<file path="config.mk">
export PLATFORM = sky130hd
export DESIGN_NAME = mem_bus_arbiter_flat
export DESIGN_NICKNAME = d
export VERILOG_FILES = /design/src/rtl/mem_bus_arbiter_if.sv /design/src/rtl/mem_bus_arbiter.sv /design/src/flat_wrapper.sv
export SDC_FILE = /design/constraint.sdc
export NUM_CORES = 1
export LEC_CHECK = 0
export ABC_AREA = 1
export CORE_MARGIN = 3
export CORE_UTILIZATION = 45
export CTS_BUF_LIST = sky130_fd_sc_hd__clkbuf_4
export CTS_CLUSTER_DIAMETER = 120
export DETAILED_ROUTE_END_ITERATION = 8
export PLACE_DENSITY = 0.91
export SYNTH_ARGS = -nofsm -noshare
export SYNTH_HDL_FRONTEND = slang
export SYNTH_SLANG_ARGS = --single-unit
</file>
<file path="constraint.sdc">
create_clock -name clk -period 5.22 [get_ports clk]
set_clock_uncertainty 0.15 [all_clocks]
set_input_delay 1.566 -clock clk [delete_from_list [all_inputs] [get_ports clk]]
set_output_delay 1.566 -clock clk [all_outputs]
set_load 0.05 [all_outputs]
</file>
<file path="src/rtl/mem_bus_arbiter_if.sv">
// Purpose: bundles the three-requester CPU side and the single memory port of mem_bus_arbiter.
// Latency: none; this is a plain signal bundle.
// Backpressure: requesters hold req until they see their ack bit; there is no other stall path.
//
// Port summary (all widths fixed except the addresses):
//   req/we        [2:0]           per-requester request and write enable
//   addr          [3*ADDR_W-1:0]  requester i at [i*ADDR_W +: ADDR_W]
//   wdata         [47:0]          requester i at [i*16 +: 16]
//   gnt/ack       [2:0]           one-hot bus ownership / one-cycle completion pulse
//   rdata         [15:0]          read data, valid while ack is high
//   mem_*                         single memory port (en, we, addr, wdata out; rdata in)
// Modports: slave = the arbiter's view, master = the CPU core plus memory array around it.
interface mem_bus_arbiter_if #(
  parameter int unsigned ADDR_W = 16
) ();
  logic [2:0]          req;
  logic [2:0]          we;
  logic [3*ADDR_W-1:0] addr;
  logic [47:0]         wdata;
  logic [2:0]          gnt;
  logic [2:0]          ack;
  logic [15:0]         rdata;
  logic                mem_en;
  logic                mem_we;
  logic [ADDR_W-1:0]   mem_addr;
  logic [15:0]         mem_wdata;
  logic [15:0]         mem_rdata;

  modport slave (
    input  req, we, addr, wdata, mem_rdata,
    output gnt, ack, rdata, mem_en, mem_we, mem_addr, mem_wdata
  );

  modport master (
    output req, we, addr, wdata, mem_rdata,
    input  gnt, ack, rdata, mem_en, mem_we, mem_addr, mem_wdata
  );
endinterface

</file>
<file path="src/rtl/mem_bus_arbiter.sv">
// Purpose: shares one 16-bit wait-state memory port between fetch (0), data (1) and stack/IO (2).
// Latency: req sampled at edge E0 -> ack in cycle WAIT_STATES+1; one access per WAIT_STATES+2 cycles.
// Backpressure: a requester is stalled simply by not being granted; it holds req until its ack.
//
// Ports: clk (rising edge), rst_n (async, active low), bus (mem_bus_arbiter_if.slave).
// Parameters: WAIT_STATES (0..15, extra memory cycles per access), ADDR_W (address width).
// Build option: define MEM_BUS_ARBITER_FIXED_PRIO_EN for fixed priority 0 > 1 > 2; otherwise
// round-robin starting after the last owner. Timing and handshake are the same in both modes.
// All outputs come straight from flops.
module mem_bus_arbiter #(
  parameter int unsigned WAIT_STATES = 1,
  parameter int unsigned ADDR_W      = 16
) (
  input  logic              clk,
  input  logic              rst_n,
  mem_bus_arbiter_if.slave  bus
);

  typedef enum logic [1:0] {
    IDLE   = 2'd0,
    ACCESS = 2'd1,
    RESP   = 2'd2
  } state_e;

  // Everything the memory port needs for one access, latched from the winner at grant time.
  typedef struct packed {
    logic              we;
    logic [ADDR_W-1:0] addr;
    logic [15:0]       wdata;
  } mem_cmd_t;

  localparam logic [3:0] LAST_CNT = 4'(WAIT_STATES);

  state_e      state_q, state_d;
  logic [3:0]  cnt_q, cnt_d;
  logic [1:0]  owner_q, owner_d;
  logic [1:0]  rr_ptr_q, rr_ptr_d;
  logic [2:0]  gnt_q, gnt_d;
  logic [2:0]  ack_q, ack_d;
  logic [15:0] rdata_q, rdata_d;
  logic        mem_en_q, mem_en_d;
  mem_cmd_t    cmd_q, cmd_d;

  logic [2:0]  arb_req;
  logic [1:0]  win;
  mem_cmd_t    win_cmd;

  // Requests visible to the arbiter. In RESP the requester being acked has not yet had a
  // chance to drop req, so its bit is masked to avoid re-granting it a stale request.
  always_comb begin
    arb_req = 3'b000;
    case (state_q)
      IDLE:    arb_req = bus.req;
      RESP:    arb_req = bus.req & ~gnt_q;
      default: arb_req = 3'b000;
    endcase
  end

`ifdef MEM_BUS_ARBITER_FIXED_PRIO_EN
  // Fixed priority 0 > 1 > 2. rr_ptr is still tracked but has no effect here.
  always_comb begin
    win = 2'd2;
    if (arb_req[1]) win = 2'd1;
    if (arb_req[0]) win = 2'd0;
  end
`else
  // Round-robin: search starts at the requester after the last owner, wrapping mod 3.
  logic [1:0] rr_first, rr_second, rr_third;

  always_comb begin
    rr_first  = (rr_ptr_q >= 2'd2) ? 2'd0 : rr_ptr_q + 2'd1;
    rr_second = (rr_first == 2'd2) ? 2'd0 : rr_first + 2'd1;
    rr_third  = (rr_second == 2'd2) ? 2'd0 : rr_second + 2'd1;
    // Later assignments override earlier ones, so rr_first has the highest priority.
    win = rr_third;
    if (arb_req[rr_second]) win = rr_second;
    if (arb_req[rr_first])  win = rr_first;
  end
`endif

  always_comb begin
    win_cmd.we    = bus.we[win];
    win_cmd.addr  = bus.addr[int'(win)*ADDR_W +: ADDR_W];
    win_cmd.wdata = bus.wdata[int'(win)*16 +: 16];
  end

  always_comb begin
    state_d  = state_q;
    cnt_d    = cnt_q;
    owner_d  = owner_q;
    rr_ptr_d = rr_ptr_q;
    gnt_d    = gnt_q;
    ack_d    = 3'b000;
    rdata_d  = rdata_q;
    mem_en_d = mem_en_q;
    cmd_d    = cmd_q;

    case (state_q)
      // IDLE and RESP arbitrate identically; only the request mask above differs.
      // Granting straight out of RESP gives back-to-back accesses with no idle cycle.
      IDLE, RESP: begin
        if (|arb_req) begin
          state_d  = ACCESS;
          owner_d  = win;
          gnt_d    = 3'b001 << win;
          mem_en_d = 1'b1;
          cmd_d    = win_cmd;
          cnt_d    = 4'd0;
        end else begin
          state_d  = IDLE;
          gnt_d    = 3'b000;
          mem_en_d = 1'b0;
          cmd_d.we = 1'b0;
        end
      end

      // Memory strobes stay frozen for WAIT_STATES+1 cycles; mem_rdata is taken on the
      // closing edge. Address and write data keep their values after the access ends.
      ACCESS: begin
        cnt_d = cnt_q + 4'd1;
        if (cnt_q == LAST_CNT) begin
          if (!cmd_q.we) begin
            rdata_d = bus.mem_rdata;
          end
          ack_d    = gnt_q;
          mem_en_d = 1'b0;
          cmd_d.we = 1'b0;
          rr_ptr_d = owner_q;
          state_d  = RESP;
        end
      end

      default: begin
        state_d  = IDLE;
        gnt_d    = 3'b000;
        mem_en_d = 1'b0;
        cmd_d.we = 1'b0;
      end
    endcase
  end

  // Reset abandons any in-flight access without an ack.
  always_ff @(posedge clk or negedge rst_n) begin
    if (!rst_n) begin
      state_q  <= IDLE;
      cnt_q    <= 4'd0;
      owner_q  <= 2'd0;
      rr_ptr_q <= 2'd2;
      gnt_q    <= 3'b000;
      ack_q    <= 3'b000;
      rdata_q  <= 16'h0000;
      mem_en_q <= 1'b0;
      cmd_q    <= '0;
    end else begin
      state_q  <= state_d;
      cnt_q    <= cnt_d;
      owner_q  <= owner_d;
      rr_ptr_q <= rr_ptr_d;
      gnt_q    <= gnt_d;
      ack_q    <= ack_d;
      rdata_q  <= rdata_d;
      mem_en_q <= mem_en_d;
      cmd_q    <= cmd_d;
    end
  end

  assign bus.gnt       = gnt_q;
  assign bus.ack       = ack_q;
  assign bus.rdata     = rdata_q;
  assign bus.mem_en    = mem_en_q;
  assign bus.mem_we    = cmd_q.we;
  assign bus.mem_addr  = cmd_q.addr;
  assign bus.mem_wdata = cmd_q.wdata;

endmodule

</file>
<file path="src/flat_wrapper.sv">
// flat-port wrapper written by rule: the top's interface ports become plain ports
module mem_bus_arbiter_flat 
#(
  parameter int unsigned WAIT_STATES = 1,
  parameter int unsigned ADDR_W      = 16
)
  (clk, rst_n, bus_req, bus_we, bus_addr, bus_wdata, bus_mem_rdata, bus_gnt, bus_ack, bus_rdata, bus_mem_en, bus_mem_we, bus_mem_addr, bus_mem_wdata);
  mem_bus_arbiter_if #(.ADDR_W(ADDR_W)) bus_i ();
  input  logic clk;
  input  logic rst_n;
  input wire logic [$bits(bus_i.req)-1:0] bus_req;
  input wire logic [$bits(bus_i.we)-1:0] bus_we;
  input wire logic [$bits(bus_i.addr)-1:0] bus_addr;
  input wire logic [$bits(bus_i.wdata)-1:0] bus_wdata;
  input wire logic [$bits(bus_i.mem_rdata)-1:0] bus_mem_rdata;
  output wire logic [$bits(bus_i.gnt)-1:0] bus_gnt;
  output wire logic [$bits(bus_i.ack)-1:0] bus_ack;
  output wire logic [$bits(bus_i.rdata)-1:0] bus_rdata;
  output wire logic [$bits(bus_i.mem_en)-1:0] bus_mem_en;
  output wire logic [$bits(bus_i.mem_we)-1:0] bus_mem_we;
  output wire logic [$bits(bus_i.mem_addr)-1:0] bus_mem_addr;
  output wire logic [$bits(bus_i.mem_wdata)-1:0] bus_mem_wdata;
  assign bus_i.req = bus_req;
  assign bus_i.we = bus_we;
  assign bus_i.addr = bus_addr;
  assign bus_i.wdata = bus_wdata;
  assign bus_i.mem_rdata = bus_mem_rdata;
  assign bus_gnt = bus_i.gnt;
  assign bus_ack = bus_i.ack;
  assign bus_rdata = bus_i.rdata;
  assign bus_mem_en = bus_i.mem_en;
  assign bus_mem_we = bus_i.mem_we;
  assign bus_mem_addr = bus_i.mem_addr;
  assign bus_mem_wdata = bus_i.mem_wdata;
  mem_bus_arbiter #(.WAIT_STATES(WAIT_STATES), .ADDR_W(ADDR_W)) u_core (.clk(clk), .rst_n(rst_n), .bus(bus_i));
endmodule
</file>
After elaboration in Yosys (flattened, before gate mapping)
Index checks and enable logic that the tools add are counted.
{ "totals": {"out_inout_bits": 56, "input_bits": 120, "word_cells": 66, "regBits": 66} }
{ "classes": {"n_addsub": 4, "n_bitwise": 3, "n_reduce_logical": 8, "n_lt_le_gt_ge": 4, "muxes": 26, "eq_ne": 7, "shifts": 3} }
{ "ops": {"columns": ["operator", "count"], "rows": [
  ["$shiftx 48x7->16", 2],
  ["$mux 2", 6],
  ["$pmux 3 s2", 2],
  ["$lt 2x3->1 const B", 3],
  ["$mux 3", 3],
  ["$pmux 4 s2", 1],
  ["$mux 1", 7],
  ["$add 2x1->2 const B", 3],
  ["$bmux 1 s2", 3],
  ["$eq 2x2->1 const B", 3],
  ["$reduce_and 2->1", 3],
  ["$add 4x1->4 const B", 1],
  ["$eq 4x1->1 const B", 1],
  ["$mux 4", 1],
  ["$ne 2x1->1 const B", 2],
  ["$pmux 1 s2", 2],
  ["$pmux 2 s2", 1],
  ["$and 3x3->3", 1],
  ["$not 3->3", 1],
  ["$reduce_and 3->1", 1],
  ["$reduce_or 3->1", 1],
  ["$shl 1x2->3 const A", 1],
  ["$eq 2x1->1 const B", 1],
  ["$ge 2x2->1 const B", 1],
  ["other kinds (4)", 4]
]} }

Logic depth before layout (Yosys ltp)
Gate-level depths: netlist of the first run.
{ "depth": {"word_depth": 12, "mapped_depth": 12, "mapped_depth_nobuf": 11} }

Worst setup path after synthesis of the first run
No wires, ideal clock.
{ "synth_path": {"path_type": "input to register", "from": "in bus_req[1]", "to": "reg u_core.cmd_q (netlist bit u_core.bus.mem_addr[0])", "stages": 10, "t_arrival_ps": 2641, "required_ps": 4942, "setup_slack_ps": 2302, "setup_time_ps": 128, "path_buffers": 1, "cell_sequence": "inv_1 > nor2_1 > nand3_1 > o21ai_0 > nand2_1 > o21ai_2 > buf_4 > nor2_1 > o21bai_1 > nand3_1"} }
{ "synth_between": {"elab_chain_len": 7, "word_cells_on_any_way": 11, "classes_between": "shift: 1; mux: 7; bitwise: 1; reduce/logical: 2"} }
{ "synth_lines": {"columns": ["item", "line_no", "rtl"], "rows": [
  ["start, declared", "flat_wrapper.sv:11", "input wire logic [$bits(bus_i.req)-1:0] bus_req;"],
  ["$and 3x3->3", "mem_bus_arbiter.sv:54", "RESP: arb_req = bus.req & ~gnt_q;"],
  ["$pmux 3 s2 *", "mem_bus_arbiter.sv:52", "case (state_q)"],
  ["$bmux 1 s2", "mem_bus_arbiter.sv:76", "if (arb_req[rr_second]) win = rr_second;"],
  ["$mux 1 (not written as such)", "mem_bus_arbiter.sv:76", null],
  ["$mux 2", "mem_bus_arbiter.sv:76", null],
  ["$mux 2", "mem_bus_arbiter.sv:77", "if (arb_req[rr_first]) win = rr_first;"],
  ["$shiftx 48x7->16", "mem_bus_arbiter.sv:83", "win_cmd.addr = bus.addr[int'(win)*ADDR_W +: ADDR_W];"],
  ["end signal, assigned", "mem_bus_arbiter.sv:163", "cmd_q <= cmd_d;"],
  ["end, declared", "mem_bus_arbiter.sv:42", "mem_cmd_t cmd_q, cmd_d;"]
]} }
Mark *: on every way between the ends. The rest lies on a longest branch, timed or not. The select of a mux whose other input is x is not followed.
A chain may end at the register's enable or synchronous reset.

Worst setup path in the final report of the first run
{ "layout_path": {"from": "in bus_req[2]", "to": "reg u_core.cmd_q (netlist bit u_core.bus.mem_wdata[12])"} }
{ "layout_between": {"elab_chain_len": 7, "word_cells_on_any_way": 11, "classes_between": "shift: 1; mux: 7; bitwise: 1; reduce/logical: 2"} }
{ "layout_lines": {"columns": ["item", "line_no", "rtl"], "rows": [
  ["$and 3x3->3", "mem_bus_arbiter.sv:54", null],
  ["$pmux 3 s2 *", "mem_bus_arbiter.sv:52", null],
  ["$bmux 1 s2", "mem_bus_arbiter.sv:76", null],
  ["$mux 1 (not written as such)", "mem_bus_arbiter.sv:76", null],
  ["$mux 2", "mem_bus_arbiter.sv:76", null],
  ["$mux 2", "mem_bus_arbiter.sv:77", null],
  ["$shiftx 48x7->16", "mem_bus_arbiter.sv:84", "win_cmd.wdata = bus.wdata[int'(win)*16 +: 16];"]
]} }
Marked as above.

==> results of run 1 <==
[Yosys cell counts, drive strengths merged]
cell type  instances  area [sq um]
mux2              16         217.7
xor2               2         17.52
o21bai             4         30.03
nand2            109         409.1
or2                3         18.78
ha                 2         25.02
dfstp              1         26.28
and2               1         6.260
o21ai             38         197.7
nand3             47         235.2
buf               15         101.3
o211ai             1         7.510
clkbuf             7         26.28
inv               79         299.0
dfrtp             64          1602
nand4              1         6.260
o22ai              2         12.51
a21oi             25         125.1
nor2              57         240.2
[critical path: cells and delay by family]
family        cells  cell delay [ns]
buf+inv           4             1.03
simple gates      5             1.19
[sequential cells by signal (all words and copies together), names as in the netlist, 2 cells and up]
signal / flops
u_core.bus.ack: 3
u_core.bus.gnt: 3
u_core.bus.mem_addr: 16
u_core.bus.mem_wdata: 16
u_core.bus.rdata: 16
u_core.cnt_q: 4
u_core.owner_q: 2
u_core.rr_ptr_q: 2
[metrics by stage]
stage / instance area, sq um / hold WS [ns]
after floorplan: 3603 / 0.2997
after global placement: 5395 / 0.3204
after detailed placement: 5395 / 0.3407
after CTS: 5527 / 0.3680
after global routing: 5527 / 0.3745
final: 5527 / 0.3656
[logic make-up after synthesis]
kind of cell / share of synthesized area, %
compound gates: 10.35
buf+inv: 11.84
fa+ha+maj: 0.6943
flops: 45.17
mux: 6.041
xor+xnor: 0.4862
simple gates: 25.42
[report_power, final]
part           total [mW]  switching (mW)  leakage (nW)  internal, mW
clock network       0.335           0.182        0.0780         0.153
logic                2.63            1.73          1.90         0.903
registers           0.903           0.147         0.770         0.756
total                3.87            2.06          2.75          1.81
[cell type report]
type	instances	area (sq um)	area share, %
Multi-Input combinational cell	308	1556	28.16
Tap cell	102	127.6	2.309
Clock buffer	11	82.58	1.494
Inverter	79	299.0	5.411
Timing Repair Buffer	180	1784	32.28
Clock inverter	5	48.80	0.8830
Sequential cell	65	1628	29.45
[metal layers]
metal  vias up  share of wire, %
met5         -                 0
met4         0               3.3
met3        24               6.3
met2       147                52
met1      1691                39
li1       1817                 -
[worst min-delay path by stage]
stage / end / slack (ns) / depth (start not counted)
final: u_core.bus.rdata[6] / 0.37 / 1
after global routing: u_core.bus.rdata[6] / 0.37 / 1
after CTS: u_core.bus.rdata[1] / 0.37 / 1
after detailed placement: u_core.bus.mem_addr[1] / 0.34 / 2
after global placement: u_core.owner_q[0] / 0.32 / 2
after floorplan: u_core.owner_q[0] / 0.30 / 2
==> impl_metrics.ini, run 1 <==
[finish]
instances_no_fill = 750
layout_common_cells = 174 x clkdlybuf4s50_1, 109 x nand2_1, 75 x inv_1
drive_gt1_share_pct = 7.407
fin_util_pct = 71.15
syn_to_final_growth_pct = 53.37
fill_cells = 610
num_antenna_cells = 0
final_common_cell = clkdlybuf4s50_1
final_nets = 765

[synth]
syn_nets = 596
synth.distinct_cells = 32
ys_warn_count = 0
synthCells = 474
ys_ff_latch = 65
syn_area_per_cell_sq_um = 7.602
synth_seq_area_share_pct = 45.17
netlist_area_sq_mm = 0.003603

[worst_setup_path]
worstPathArrival_ns = 3.81
crit_path_top_delay_cell = inv_2
slowest_delay_ns = 0.55
path_max_fanout = 59
timing.critical_path.to = u_core.bus.mem_wdata[12]
crit_chain = clkdlybuf4s50_1, inv_1, nor2_1, and2_1, nor2_2, inv_2, or2_0, nand2_1, inv_1
worstSetupPathType = input pin to flip-flop
worstPathRequired_ns = 5.40
startpoint_type = input pin
reg2reg_depth = 7
r2r_slack_ns = 2.65
endpoint_kind = flip-flop
rr_endpoint = u_core.bus.mem_wdata[12]
timing.rr.start = u_core.state_q[1]
crit_top_cell = inv_1
cp-startpoint = bus_req[2]

[cts]
numCtsBuffers = 9
cts_buffer_depth = 2
clock-sinks = 65
cts_tree = built
htreeDepth = 3
ctsHoldBuffers = 0
postCtsSetupBuffers = 0
clk_pin_slew_ns = 0.12
cts-root-buf = clkbuf_4
clock_latency_ns = 0.41
cts_resized = 0

[timing]
rsz0062_at_grt = false
period_minus_slack_ns = 3.625
slew-limit-headroom_pct = 38.10
layout_setup_ws_ns = 1.595
setup_viol = 0
post-route-period-util_pct = 69.45
hold_viol = 0
maxSlewViolCount = 0
clock.fmax_mhz = 275.9
finalSetupTns_ns = 0
tightest_slew_ns = 0.9272

[global_routing]
use_met2_pct = 42.97
grtUsageMet3_pct = 4.815
grt_pass1_wl_um = 17290
grtUsageMet1_pct = 29.23
overflow = 0
grt_pass1_vias = 3641
track_usage_pct = 24.71
grt_antenna_before_repair = 0
gr-max-usage-layer = met2
grt_max_degree = 60

[min_path]
hold_class = flip-flop to flip-flop
hold_start = u_core.bus.rdata[6]

[status]
status = complete, no violations

[floorplan]
rows = 32
start_util_pct = 46.39
die_area_sq_mm = 0.009117
ios = 176
core_area_sq_mm = 0.007767
die_x_um = 95.49
fp.dieH_um = 95.49

[pwr]
total_power_mw = 3.871
ir_worst_vdd_v = 0.0004019
p_per_area_mw_per_mm2 = 700.4
leakage_nw = 2.753

[flow_run]
maxCapViolCount = 0

[drt]
first_iter_violations = 193
wl_per_cell_um = 14.92
wirelength_um = 11190
vias = 3679
drc = 0
ant_nets = 0
dr.pass1.iters = 5
viasPerCell = 4.905

[place]
pre_cts_slack_ns = 1.184
gp_congestion = 0.8346
hpwl_um = 8455
place_inst = 734
io_buffers = 175
(Power assumes the default switching activity.)
==> run 2, diff against run 1 <==
- CORE_UTILIZATION: 45 -> 38
- PLACE_DENSITY: 0.91 -> 0.82
- clock period: 5.22 -> 3.05 ns (I/O delays scaled with it)
==> impl_metrics.ini, run 2 (synthesized netlist as in run 1, its figures left out) <==
[cts]
cts_tree = built
cts-root-buf = clkbuf_4
clk_pin_slew_ns = 0.12
cts_buffer_depth = 2
cts_resized = 0
clock-sinks = 65
postCtsSetupBuffers = 0
numCtsBuffers = 9
ctsHoldBuffers = 0
clock_latency_ns = 0.39
htreeDepth = 3

[worst_setup_path]
worstPathArrival_ns = 1.66
worstSetupPathType = flip-flop to primary output
worstPathRequired_ns = 1.98
crit_chain = clkdlybuf4s50_1
startpoint_type = flip-flop
crit_path_top_delay_cell = clkdlybuf4s50_1
path_max_fanout = 4
endpoint_kind = primary output
crit_buf_inv = 1
cp_top_family = buffers and inverters
slowest_delay_ns = 0.83

[min_path]
hold_class = flip-flop to flip-flop

[finish]
instances_no_fill = 782
multiInputGateArea_sq_mm = 0.001556
num_antenna_cells = 0
drive_gt1_share_pct = 8.537
layout_common_cells = 174 x clkdlybuf4s50_1, 109 x nand2_1, 75 x inv_1
syn_to_final_growth_pct = 58.78
final_common_cell = clkdlybuf4s50_1
regArea_sq_mm = 0.001628
fill_cells = 772
fin_area_sq_mm = 0.005722
final_nets = 773
fin_util_pct = 63.74

[timing]
maxSlewViolCount = 0
hold_viol = 0
post-route-period-util_pct = 89.37
worst_hold_slack_ns = 0.3450
rsz0062_at_grt = false
finalSetupTns_ns = 0
period_minus_slack_ns = 2.726
setup_viol = 0
tightest_slew_ns = 0.5331
clock.fmax_mhz = 366.9
slew-limit-headroom_pct = 64.35

[pwr]
sw_frac_of_total_pct = 50.89
p_per_area_mw_per_mm2 = 1214
leakage_nw = 2.826
ir_worst_vdd_v = 0.0006576
p_int_mw = 3.412
p_switching_mw = 3.536
clkPwrFrac_pct = 10.6
seqPwrFrac_pct = 22.2
p_comb_share_pct = 67.2

[status]
status = complete, no violations

[global_routing]
track_usage_pct = 19.70
grt_max_degree = 51
grt_pass1_wl_um = 16550
grt_antenna_before_repair = 0
overflow = 0
grt_pass1_vias = 3568

[floorplan]
die_x_um = 103.4
fp.dieH_um = 103.4
start_util_pct = 40.14
rows = 34
die_area_sq_mm = 0.01069
core_area_sq_mm = 0.008976
ios = 176

[place]
place_area_sq_mm = 0.005535
io_buffers = 175
gp_congestion = 0.8548
place_inst = 766
hpwl_um = 8454

[drt]
first_iter_violations = 160
wl_per_cell_um = 13.73
wirelength_um = 10730
viasPerCell = 4.650
vias = 3636
dr.pass1.iters = 4
ant_nets = 0
drc = 0

[flow_run]
maxCapViolCount = 0
[run 2: metrics by stage]
stage,worst slack (ns),total power [mW]
floorplan,0.7826,4.710
global route,0.2528,7.449
detailed placement,0.1813,6.258
CTS,0.2826,7.019
finish,0.3242,6.948
global placement,0.3352,6.095
[run 2: worst paths after layout]
kind | startpoint | end | slack (ns) | cells after the start
max | u_core.bus.mem_en | bus_mem_en | 0.32 | 1
min | u_core.owner_q[0] | u_core.rr_ptr_q[0] | 0.34 | 2
max reg2reg | u_core.cnt_q[1] | u_core.bus.rdata[9] | 1.00 | 8
min reg2reg | u_core.owner_q[0] | u_core.rr_ptr_q[0] | 0.34 | 2
max in group asynchronous | rst_n | u_core.bus.mem_addr[14] | 2.03 | 2
min in group asynchronous | rst_n | u_core.cnt_q[3] | 0.38 | 2
[run 2: cell type report]
class	instances	share of cell area, %
clock buffers	9	1.181
clock inverters	7	2.077
inverters	79	5.226
multi-input cells	308	27.20
flip-flops and latches	65	28.45
well taps	126	2.755
repair buffers	188	33.11
[run 2: power groups by stage]
stage | clock (mW) | combinational [mW] | sequential (mW)
after floorplan | 0 | 1.92 | 2.79
after global placement | 0 | 4.56 | 1.54
after CTS | 0.764 | 4.71 | 1.54
final | 0.734 | 4.67 | 1.54
after detailed placement | 0 | 4.70 | 1.56
after global routing | 0.793 | 5.06 | 1.60
[run 2: worst min-delay path, delay by kind of cell (launching register included)]
kind            cells  cell delay [ns]
compound gates      1             0.06
simple gates        1             0.05
flops               1             0.36
[run 2: metal layers]
metal | track usage, % | vias up | routed length, um
met1 | 23.85 | 1660 | 4285
li1 | - | 1829 | -
met2 | 35.93 | 139 | 5525
met4 | 4.582 | 0 | 53
met5 | 0 | - | 0
met3 | 3.890 | 8 | 870
